===== src/rtl/instr_enc_pkg.sv =====
// Shared encodings for the decode pipeline: opcodes, control-bundle layout and
// the stall FSM state type.
package instr_enc_pkg;

  localparam int unsigned OPC_W  = 6;
  localparam int unsigned CTRL_W = 12;

  localparam logic [OPC_W-1:0] OP_ADD      = 6'h00;
  localparam logic [OPC_W-1:0] OP_SUB      = 6'h01;
  localparam logic [OPC_W-1:0] OP_MUL      = 6'h02;
  localparam logic [OPC_W-1:0] OP_LDB      = 6'h10;
  localparam logic [OPC_W-1:0] OP_LDW      = 6'h11;
  localparam logic [OPC_W-1:0] OP_STB      = 6'h12;
  localparam logic [OPC_W-1:0] OP_STW      = 6'h13;
  localparam logic [OPC_W-1:0] OP_MOVRM1   = 6'h20;
  localparam logic [OPC_W-1:0] OP_TLBWRITE = 6'h21;
  localparam logic [OPC_W-1:0] OP_IRET     = 6'h22;
  localparam logic [OPC_W-1:0] OP_BEQ      = 6'h30;
  localparam logic [OPC_W-1:0] OP_JUMP     = 6'h31;

  // Bit positions inside the control bundle, MSB first.
  localparam int unsigned C_REGDST    = 11;
  localparam int unsigned C_BRANCH    = 10;
  localparam int unsigned C_MEMREAD   = 9;
  localparam int unsigned C_MEMTOREG  = 8;
  localparam int unsigned C_MEMWRITE  = 7;
  localparam int unsigned C_ALUSRC    = 6;
  localparam int unsigned C_REGWRITE  = 5;
  localparam int unsigned C_JUMP      = 4;
  localparam int unsigned C_WORD      = 3;
  localparam int unsigned C_TLBWRITE  = 2;
  localparam int unsigned C_IRET      = 1;
  localparam int unsigned C_IGNOREOP2 = 0;

  typedef enum logic [1:0] {
    RUN      = 2'd0,
    LU_STALL = 2'd1,
    MUL_BUSY = 2'd2
  } state_e;

endpackage


===== src/rtl/decode_ctrl_rom.sv =====
// Combinational opcode decoder: control bundle, illegal flag and which source
// specifiers the instruction actually reads.
module decode_ctrl_rom
  import instr_enc_pkg::*;
(
  input  logic [OPC_W-1:0]  opcode,
  output logic [CTRL_W-1:0] ctrl,
  output logic              illegal,
  output logic              uses_rs1,
  output logic              uses_rs2
);

  logic rs2_read;

  always_comb begin
    ctrl     = '0;
    illegal  = 1'b0;
    uses_rs1 = 1'b1;
    rs2_read = 1'b0;
    case (opcode)
      OP_ADD, OP_SUB, OP_MUL: begin
        ctrl[C_REGDST]   = 1'b1;
        ctrl[C_REGWRITE] = 1'b1;
        rs2_read         = 1'b1;
      end
      OP_LDB, OP_LDW: begin
        ctrl[C_MEMREAD]  = 1'b1;
        ctrl[C_MEMTOREG] = 1'b1;
        ctrl[C_ALUSRC]   = 1'b1;
        ctrl[C_REGWRITE] = 1'b1;
        ctrl[C_WORD]     = (opcode == OP_LDW);
      end
      OP_STB, OP_STW: begin
        ctrl[C_MEMWRITE] = 1'b1;
        ctrl[C_ALUSRC]   = 1'b1;
        ctrl[C_WORD]     = (opcode == OP_STW);
        rs2_read         = 1'b1;
      end
      OP_MOVRM1: begin
        ctrl[C_REGDST]    = 1'b1;
        ctrl[C_REGWRITE]  = 1'b1;
        ctrl[C_IGNOREOP2] = 1'b1;
      end
      OP_TLBWRITE: begin
        ctrl[C_TLBWRITE] = 1'b1;
        uses_rs1         = 1'b0;
      end
      OP_IRET: begin
        ctrl[C_IRET] = 1'b1;
        uses_rs1     = 1'b0;
      end
      OP_BEQ: begin
        ctrl[C_BRANCH] = 1'b1;
        rs2_read       = 1'b1;
      end
      OP_JUMP: begin
        ctrl[C_JUMP] = 1'b1;
        uses_rs1     = 1'b0;
      end
      default: begin
        illegal  = 1'b1;
        uses_rs1 = 1'b0;
      end
    endcase
    uses_rs2 = rs2_read && !ctrl[C_IGNOREOP2];
  end

endmodule


===== src/rtl/decode_ctrl_pipe.sv =====
// Registered decode stage between IF/ID and ID/EX with load-use and MUL
// structural stalls, flush, and illegal-opcode flagging.
module decode_ctrl_pipe
  import instr_enc_pkg::*;
#(
  parameter int unsigned INSTR_W     = 32,
  parameter int unsigned REG_W       = 5,
  parameter int unsigned MUL_LATENCY = 4,
  parameter int unsigned LU_BUBBLES  = 1
) (
  input  logic               clk,
  input  logic               rst_n,
  input  logic               in_valid,
  output logic               in_ready,
  input  logic [INSTR_W-1:0] in_instr,
  input  logic               flush,
  output logic               out_valid,
  input  logic               out_ready,
  output logic [CTRL_W-1:0]  out_ctrl,
  output logic [REG_W-1:0]   out_rs1,
  output logic [REG_W-1:0]   out_rs2,
  output logic [REG_W-1:0]   out_dst,
  output logic               out_illegal,
  output logic               busy
);

  localparam int unsigned CNT_MAX = (MUL_LATENCY > LU_BUBBLES) ? MUL_LATENCY : LU_BUBBLES;
  localparam int unsigned CNT_W   = $clog2(CNT_MAX + 1);
  localparam int unsigned RS1_LSB = INSTR_W - OPC_W - REG_W;
  localparam int unsigned RS2_LSB = RS1_LSB - REG_W;
  localparam int unsigned RD_LSB  = RS2_LSB - REG_W;
  localparam logic [CNT_W-1:0] CNT_ONE = CNT_W'(1);
  localparam logic [CNT_W-1:0] MUL_CNT = CNT_W'(MUL_LATENCY - 1);
  localparam logic [CNT_W-1:0] LU_CNT  = CNT_W'(LU_BUBBLES - 1);
  localparam bit               LU_MULTI = (LU_BUBBLES > 1);

  state_e              state_q, state_d;
  logic [CNT_W-1:0]    cnt_q, cnt_d;
  logic                lu_pending_q, lu_pending_d;
  logic [REG_W-1:0]    ld_dst_q, ld_dst_d;
  logic                out_valid_q, out_valid_d;
  logic [CTRL_W-1:0]   out_ctrl_q, out_ctrl_d;
  logic [REG_W-1:0]    out_rs1_q, out_rs1_d;
  logic [REG_W-1:0]    out_rs2_q, out_rs2_d;
  logic [REG_W-1:0]    out_dst_q, out_dst_d;
  logic                out_illegal_q, out_illegal_d;

  logic [OPC_W-1:0]  opcode;
  logic [REG_W-1:0]  rs1, rs2, rd, dec_dst;
  logic [CTRL_W-1:0] dec_ctrl;
  logic              dec_illegal, dec_uses_rs1, dec_uses_rs2;
  logic              lu_hazard, out_hold, in_fire;

  assign opcode = in_instr[INSTR_W-1 -: OPC_W];
  assign rs1    = in_instr[RS1_LSB +: REG_W];
  assign rs2    = in_instr[RS2_LSB +: REG_W];
  assign rd     = in_instr[RD_LSB +: REG_W];

  if (RD_LSB > 0) begin : g_low_bits
    logic unused_low_bits;
    assign unused_low_bits = ^in_instr[RD_LSB-1:0];
  end

  decode_ctrl_rom u_rom (
    .opcode   (opcode),
    .ctrl     (dec_ctrl),
    .illegal  (dec_illegal),
    .uses_rs1 (dec_uses_rs1),
    .uses_rs2 (dec_uses_rs2)
  );

  assign dec_dst   = !dec_ctrl[C_REGWRITE] ? '0 : (dec_ctrl[C_REGDST] ? rd : rs2);
  assign lu_hazard = lu_pending_q && in_valid &&
                     ((dec_uses_rs1 && rs1 == ld_dst_q) || (dec_uses_rs2 && rs2 == ld_dst_q));
  assign out_hold  = out_valid_q && !out_ready;
  assign in_ready  = rst_n && !flush && (state_q == RUN) && !lu_hazard && !out_hold;
  assign in_fire   = in_valid && in_ready;

  // The cycle in which a load-use hazard is detected is already the first
  // bubble, so LU_STALL only covers the remaining LU_BUBBLES-1 cycles.
  always_comb begin
    state_d       = state_q;
    cnt_d         = cnt_q;
    lu_pending_d  = lu_pending_q;
    ld_dst_d      = ld_dst_q;
    out_valid_d   = out_valid_q && !out_ready;
    out_ctrl_d    = out_ctrl_q;
    out_rs1_d     = out_rs1_q;
    out_rs2_d     = out_rs2_q;
    out_dst_d     = out_dst_q;
    out_illegal_d = out_illegal_q;
    if (in_fire) begin
      out_valid_d   = 1'b1;
      out_ctrl_d    = dec_ctrl;
      out_rs1_d     = rs1;
      out_rs2_d     = rs2;
      out_dst_d     = dec_dst;
      out_illegal_d = dec_illegal;
      lu_pending_d  = dec_ctrl[C_MEMREAD] && (dec_dst != '0);
      ld_dst_d      = dec_dst;
      if (opcode == OP_MUL && MUL_LATENCY > 1) begin
        state_d = MUL_BUSY;
        cnt_d   = MUL_CNT;
      end
    end else if (!out_hold) begin
      case (state_q)
        RUN: begin
          if (lu_hazard) begin
            if (LU_MULTI) begin
              state_d = LU_STALL;
              cnt_d   = LU_CNT;
            end else begin
              lu_pending_d = 1'b0;
            end
          end
        end
        LU_STALL: begin
          if (cnt_q <= CNT_ONE) begin
            state_d      = RUN;
            cnt_d        = '0;
            lu_pending_d = 1'b0;
          end else begin
            cnt_d = cnt_q - CNT_ONE;
          end
        end
        MUL_BUSY: begin
          if (cnt_q > CNT_ONE) begin
            cnt_d = cnt_q - CNT_ONE;
          end else if (lu_hazard && LU_MULTI) begin
            state_d = LU_STALL;
            cnt_d   = LU_CNT;
          end else begin
            state_d = RUN;
            cnt_d   = '0;
            if (lu_hazard) lu_pending_d = 1'b0;
          end
        end
        default: state_d = RUN;
      endcase
    end
    if (flush) begin
      state_d      = RUN;
      cnt_d        = '0;
      lu_pending_d = 1'b0;
      out_valid_d  = 1'b0;
    end
  end

  always_ff @(posedge clk or negedge rst_n) begin
    if (!rst_n) begin
      state_q       <= RUN;
      cnt_q         <= '0;
      lu_pending_q  <= 1'b0;
      ld_dst_q      <= '0;
      out_valid_q   <= 1'b0;
      out_ctrl_q    <= '0;
      out_rs1_q     <= '0;
      out_rs2_q     <= '0;
      out_dst_q     <= '0;
      out_illegal_q <= 1'b0;
    end else begin
      state_q       <= state_d;
      cnt_q         <= cnt_d;
      lu_pending_q  <= lu_pending_d;
      ld_dst_q      <= ld_dst_d;
      out_valid_q   <= out_valid_d;
      out_ctrl_q    <= out_ctrl_d;
      out_rs1_q     <= out_rs1_d;
      out_rs2_q     <= out_rs2_d;
      out_dst_q     <= out_dst_d;
      out_illegal_q <= out_illegal_d;
    end
  end

  assign out_valid   = out_valid_q;
  assign out_ctrl    = out_ctrl_q;
  assign out_rs1     = out_rs1_q;
  assign out_rs2     = out_rs2_q;
  assign out_dst     = out_dst_q;
  assign out_illegal = out_illegal_q;
  assign busy        = (state_q != RUN);

endmodule


===== config.mk =====
export PLATFORM = sky130hd
export DESIGN_NAME = decode_ctrl_pipe
export DESIGN_NICKNAME = d
export VERILOG_FILES = /design/src/rtl/instr_enc_pkg.sv /design/src/rtl/decode_ctrl_rom.sv /design/src/rtl/decode_ctrl_pipe.sv
export SDC_FILE = /design/constraint.sdc
export NUM_CORES = 1
export LEC_CHECK = 0
export CORE_AREA = 2 2 72 74
export CTS_CLUSTER_DIAMETER = 100
export DETAILED_ROUTE_END_ITERATION = 16
export DIE_AREA = 0 0 74 76
export PLACE_DENSITY = 0.74
export SLEW_MARGIN = 25
export SYNTH_ARGS = -nofsm -noshare
export SYNTH_HDL_FRONTEND = slang
export SYNTH_SLANG_ARGS = --single-unit

===== constraint.sdc =====
create_clock -name clk -period 2 [get_ports clk]
set_clock_uncertainty 0.05 [all_clocks]
set_input_delay 0.2 -clock clk [delete_from_list [all_inputs] [get_ports clk]]
set_output_delay 0.2 -clock clk [all_outputs]
set_load 0.005 [all_outputs]

; ---- Yosys cells after proc, flatten, opt, wreduce, memory -nomap -nowiden
; Index checks and enable logic that the tools add are counted.
[op_classes]
eq_ne = 20
muxes = 39
reduce_logical = 35
n_addsub = 1
order_cmp = 2
[ops]
columns = operator, count
row1 = "== test 6 bit, second input constant", 5
row2 = "== test 6 x 5 -> 1 bit, second input constant", 4
row3 = 2-to-1 mux 1 bit, 20
row4 = 2-to-1 mux 3 bit, 6
row5 = 2-to-1 mux 2 bit, 7
row6 = logical AND 1 bit, 12
row7 = OR reduction 12 bit, 1
row8 = OR reduction 6 bit, 2
row9 = == test 5 bit, 2
row10 = 2-to-1 mux 5 bit, 2
row11 = nonzero test 5 bit, 2
row12 = OR reduction 9 bit, 1
row13 = "inequality test 4 bit, second input constant", 2
row14 = OR reduction 4 bit, 2
row15 = "== test 6 x 1 -> 1 bit, second input constant", 1
row16 = "== test 6 x 2 -> 1 bit, second input constant", 1
row17 = zero test 6 bit, 1
row18 = "inequality test 3 x 2 -> 1 bit, second input constant", 2
row19 = one-hot mux 2 bit (3 select lines), 1
row20 = one-hot mux 3 bit (2 select lines), 1
row21 = zero test 1 bit, 5
row22 = AND reduction 5 bit, 1
row23 = AND reduction 4 bit, 1
row24 = nonzero test 4 bit, 1
row25 = 13 further kinds, 14
[totals]
reg_bits = 35
elab_cells = 106
out_inout_bits = 31
inputBits = 37

; ---- Depth between registers and ports, before layout
[depth]
depth_word = 13
ltp_mapped = 9
mapped_depth_nobuf = 8

; ---- Cells and area by module
; From an unflattened synthesis, not the netlist that was laid out.
[hier_totals]
cells_unflattened = 177
area_unflattened_um2 = 2078.2
[by_module_without_submodules]
columns = mod, cells_each, seq_area_each_um2, instances, area_per_inst_um2
row1 = decode_ctrl_pipe, 141, 850.8, 1, 1794.2
row2 = decode_ctrl_rom, 36, 0.0, 1, 284.0

; ---- Worst setup path before layout
; OpenSTA, ideal clock, no wires.
[synth_path]
path_type = register to register
from = register out_dst[4] (netlist name)
to = register out_ctrl_q[11] (netlist: out_ctrl[11])
path_stages_with_launch = 8
required_ns = 1.825
setup_time_ns = 0.125
path_buffers = 2
path_slack_ns = -0.025
period_less_slack_ns = 2.025
arrival_ns = 1.850
cell_sequence = dfrtp_1 xor2_1 nor4_1 a41oi_2 o21ai_2 buf_4 buf_6 mux2_2
[synth_lines]
columns = item, line
row1 = "end signal, assigned", decode_ctrl_pipe.sv:167  ; out_ctrl_q <= out_ctrl_d;
row2 = "end, declared", decode_ctrl_pipe.sv:42  ; logic [CTRL_W-1:0] out_ctrl_q, out_ctrl_d;

; ---- Worst setup path in the final report
[layout_path]
from = input in_instr[27]
to = register out_ctrl_q[6] (netlist: out_ctrl[6])
[layout_via]
elab_chain_len = 11
word_cells_on_any_way = 26
classes_between = eq/ne (8) / mux (4) / reduce/logical (14)
[layout_lines]
columns = item, line
row1 = "start, declared", decode_ctrl_pipe.sv:15  ; input logic [INSTR_W-1:0] in_instr,
row2 = "== test 6 x 2 -> 1 bit, or another cell as far along", decode_ctrl_rom.sv:20  ; case (opcode)
row3 = OR reduction 6 bit (no line) / 2-to-1 mux 1 bit (equally long branches), n/a
row4 = 2-to-1 mux 1 bit / zero test 1 bit (equally long branches), "decode_ctrl_rom.sv:20, decode_ctrl_rom.sv:65"
row5 = logical AND 1 bit, decode_ctrl_rom.sv:65  ; uses_rs2 = rs2_read && !ctrl[C_IGNOREOP2];
row6 = logical AND 1 bit, decode_ctrl_pipe.sv:74  ; ((dec_uses_rs1 && rs1 == ld_dst_q) || (dec_uses_rs2 && rs2 == ld_dst_q));
row7 = logical OR 1 bit, decode_ctrl_pipe.sv:74
row8 = logical AND 1 bit, decode_ctrl_pipe.sv:73  ; assign lu_hazard = lu_pending_q && in_valid &&
row9 = zero test 1 bit, decode_ctrl_pipe.sv:76  ; assign in_ready = rst_n && !flush && (state_q == RUN) && !lu_hazard && !out_hold;
row10 = logical AND 1 bit (2 in series), decode_ctrl_pipe.sv:76
row11 = logical AND 1 bit, decode_ctrl_pipe.sv:77  ; assign in_fire = in_valid && in_ready;
; Parallel ways exist; a longest one is shown, timed or not.
; A chain may end at the register's enable or synchronous reset.

==> impl_summary.log <==
[metrics] overall overflow remaining after global route: 0
[metrics] weighted congestion at the end of routability-driven global placement: 0.895
[metrics] fin cells: 361
[metrics] Worst Setup Slack, final: -0.194 ns
[metrics] sort of element at the end of the critical path: register
[metrics] synthesized instance count: roughly 180
[metrics] ratio of cells with drive above 1 in the final layout: about 34%
[metrics] power density relative to cell area: about 600 nW/um2
[metrics] data arrival time of the critical path: 2.32 ns
[metrics] portion of netlist area occupied by mux cells: around 8.4%
[metrics] logic depth of the worst path, buffers included: 9
[metrics] start-to-end type of the worst setup path: in2reg
[metrics] cells traversed along the worst timing path: clkdlybuf4s50_1 -> and3b_1 -> o32ai_4 -> nand3_4 -> buf_6 -> o21ai_4 -> buf_12 -> buf_6 -> mux2_4
[metrics] ant diodes: 0
[metrics] pin count of the biggest net entering global routing: 34
[metrics] first drt pass iteration count: 4
[metrics] Simple-Gate Fraction of Synth Area: approximately a fifth
[metrics] capture instance of the worst register-to-register path: out_ctrl[6]
[metrics] Synth Net Count: 222
[metrics] worst setup path startpoint: in_instr[27]
[metrics] crit start category: input pin
[metrics] Worst Path Buf+Inv: 4
[metrics] setup TNS: -4.30 ns
[metrics] Hold Path Class: in2reg
[metrics] result of the run: finished, violations left
[metrics] drt via density: ~5
[metrics] switching share of total power: approximately 25%
[metrics] Primary FF master, synth: dfrtp_1
[metrics] slack of the worst reg-to-reg path: -0.18 ns
[metrics] half-perimeter wire length after placement: 3430 um
[metrics] fraction of the cycle the final worst path needs: 110%
[metrics] crit path time final: about 2.2 ns
[metrics] antenna viol nets, final: 0
[metrics] failing checks: negative setup slack
[metrics] largest family of logic cells by synthesized area: simple AND/OR/NAND/NOR gates
[metrics] flip-flop and latch count after synthesis: 33
[metrics] wire length reported by the detailed router: approximately 5300 um
[metrics] xor-xnor portion of the synthesized cell area: between 4 and 5%
[metrics] post-synthesis area per instance: roughly 10 um2
[metrics] design internal power: approximately 1.4 mW
[metrics] root buffer cell: clkbuf_8
[metrics] sequential share of the synthesized area: between 40% and 50%
[metrics] count of warnings emitted by yosys: 0
[metrics] vertical die dimension: around 76 um
[metrics] Clock Path Buffers: 2
[metrics] TritonCTS clock tree: yes
[metrics] combinational cell fraction of total power: 25.3%
[metrics] compound-gate portion of the synthesized area: between 10% and 20%
[metrics] number of enable-type register cells in the synthesized netlist: 0
[metrics] number of unique standard cell types used by synthesis: 50
[metrics] I/O Pins: just under 70
[metrics] share of flip-flops with an asynchronous set or reset after synthesis: 100%
[metrics] dominant delay contributor by cell family on the critical path: buffers and inverters
[metrics] Switching Power: 0.472 mW
[metrics] Max-slew headroom: about three quarters
[metrics] number of design rule violations left after detail routing: 0
[metrics] placeable core region: 4910 um2
[metrics] fraction of power consumed by the clock network: 35.0%
[metrics] data required time at the worst endpoint: between 2 and 2.5 ns
[metrics] vias in the first global route: 1,761
[metrics] clock insertion delay at the later pin of the skew report: roughly 0.28 ns
[metrics] nets@finish: between 300 and 400
[metrics] max-capacitance violation count: 0
[metrics] Die Footprint: about 5600 um2
[metrics] r2r startpoint: out_dst[3]
[metrics] TritonCTS buffer count: 5
[metrics] width of the die: ~74 um
[metrics] Worst path slowest cell: clkdlybuf4s50_1
[metrics] area added between synthesis and finish: 74.8%
[metrics] count of H-tree levels built during CTS: 2
[metrics] fraction of power consumed by sequential logic: between 30% and 40%
[metrics] slew at the pin closest to its max-slew limit: 0.362 ns
[metrics] post-place instance area: 2770 um2
[metrics] antenna violations before repair: 0
[metrics] cell count after placement: around 340
[metrics] count of routing violations after the opening detailed-route iteration: 76
[metrics] Worst R2R Path Depth: 9
[metrics] setup repair after global routing missed its margin: yes
[metrics] via total after detailed routing: 1,788
[metrics] most numerous cell on the critical path: buf_6
[metrics] worst hold margin: 0.377 ns
[metrics] end point of the critical path: out_ctrl[6]
[metrics] number of port buffers: 56
[metrics] leakage power summed over all cells: approximately 1.5 nW
[metrics] Initial Util: between 30% and 40%
[metrics] worst-case vdd ir drop: 0.347 mV
[metrics] number of placement rows: 26
[metrics] clock tree sinks: 33
[metrics] total routing usage reported by global routing: 19.0%
[metrics] pins over their slew limit: 0
[metrics] post-route cell area: roughly 3300 um2
[metrics] Fin. Hold Viols: 0
[metrics] mapped cell area: roughly 1900 um2
[metrics] Fmax achieved: ~0.46 GHz
[metrics] number of setup violations in the final report: 32
[metrics] adder-cell share of the synthesized area: ~1.9%
[metrics] critical path's largest stage delay: between 0.5 and 0.6 ns
[metrics] routed length per placed instance: about 15 um
[metrics] worst-path fanout max: 8
[metrics] Reg clk slew, reported paths: approximately 0.070 ns
[metrics] wire length of the first global-routing pass: between 8000 and 9000 um
-- flip-flops by register name, indices dropped and copies added, names as in the netlist --
| signal | count |
|---|---|
| out_rs1 | 5 |
| out_valid | 1 |
| cnt_q | 3 |
| out_illegal | 1 |
| out_ctrl | 11 |
| lu_pending_q | 1 |
| out_rs2 | 5 |
| out_dst | 5 |
| state_q | 1 |
-- worst reg2reg max path: stages (launching register included) --
cell and delay, ns:
dfrtp_2 0.42, buf_4 0.15, xor2_2 0.14, nor4_2 0.30, buf_4 0.17, a41oi_4 0.13, o21ai_4 0.10, buf_12 0.14
buf_6 0.15, mux2_4 0.31
-- cell usage after synthesis, types with 5 or more instances --
library cell,number,area [um2]
dfrtp_1,33,826
nand2_1,24,90.1
mux2_2,13,146
o21ai_0,13,65.1
xor2_1,10,87.6
nand3_1,6,30.0
a21oi_1,5,25.0
a22oi_1,5,37.5
buf_2,5,25.0
nand2b_1,5,31.3
nor2_1,5,18.8
-- timing repair --
| item | in CTS | in global routing |
|---|---|---|
| setup endpoints to repair | 27 | 34 |
| gates cloned | 0 | 3 |
| hold buffers | 2 | 0 |
| buffers inserted | 5 | 4 |
| pin swaps | 5 | 10 |
| resized for setup | 26 | 22 |
| hold endpoints to repair | 33 | 0 |
-- worst min path at each step --
stage / from / to / slack, ns / cells past startpoint
floorplan: rst_n / cnt_q[0] / -0.15 / 0
global placement: rst_n / out_valid / 0.22 / 2
detailed placement: rst_n / out_valid / 0.23 / 2
CTS: in_instr[19] / out_rs2[3] / 0.37 / 2
global route: in_instr[19] / out_rs2[3] / 0.38 / 2
finish: in_instr[19] / out_rs2[3] / 0.38 / 2
-- through the flow --
stage          total power, mW  utilization, %  worst slack (ns)
2_1_floorplan            0.904               -          -0.00554
3_5_place_dp              1.17            56.4            -0.546
6_report                  1.91            66.3            -0.194
4_1_cts                   1.88            61.9            -0.144
5_1_grt                   2.01            66.3            -0.295
3_3_place_gp              1.16            56.4            -0.515
-- power by group through the flow --
stage | combinational, mW | sequential (mW) | clock (mW)
floorplan | 0.131 | 0.773 | 0
global placement | 0.394 | 0.769 | 0
detailed placement | 0.398 | 0.770 | 0
CTS | 0.442 | 0.759 | 0.678
global route | 0.519 | 0.767 | 0.721
finish | 0.483 | 0.759 | 0.669
-- layer usage --
metal | part of all wire (%) | GRT usage, % | up-vias
met5 | 0 | 0 | -
met3 | 5.1 | 4.37 | 12
met2 | 50 | 30.0 | 58
met4 | 2.0 | 7.09 | 0
li1 | - | - | 869
met1 | 43 | 24.9 | 849
-- final cells by class --
cell class	count	area (um2)
clock buffer	6	82.6
clock inverter	2	37.5
fill	386	1660
inverter	4	15.0
multi-input combinational	134	1120
sequential	33	828
tap	70	87.6
timing repair buffer	112	1090
-- cell usage in the layout (no fill, tap or decap), types with 2 or more instances in the layout --
cell	synthesis	routed
xor2_1	10	7
o21ai_0	13	9
a22oi_1	5	5
ha_1	2	2
a21oi_2	0	2
mux2_4	0	12
clkbuf_8	0	6
nor4_2	0	2
dfrtp_1	33	31
buf_4	3	43
and3b_1	2	2
xor2_2	0	3
nand2_1	24	24
o31ai_1	4	4
nand2b_1	5	5
nand3_1	6	6
clkdlybuf4s50_1	0	51
buf_12	0	3
dfrtp_2	0	2
dlygate4sd2_1	0	3
clkbuf_16	0	3
o41ai_2	0	2
inv_1	4	4
o21ai_1	0	4
a21oi_1	5	3
nor3_1	2	2
nor2b_1	4	4
buf_2	5	2
nor2_1	5	5
buf_6	2	5
-- kinds of logic (layout without fill, tap and decap cells) --
logic type | after synthesis | in the layout
flops | 33 | 33
fa+ha+maj | 3 | 3
mux | 14 | 14
buf+inv | 16 | 124
compound gates | 43 | 43
simple gates | 64 | 64
xor+xnor | 10 | 10
Power figures use the tool's default switching activity.
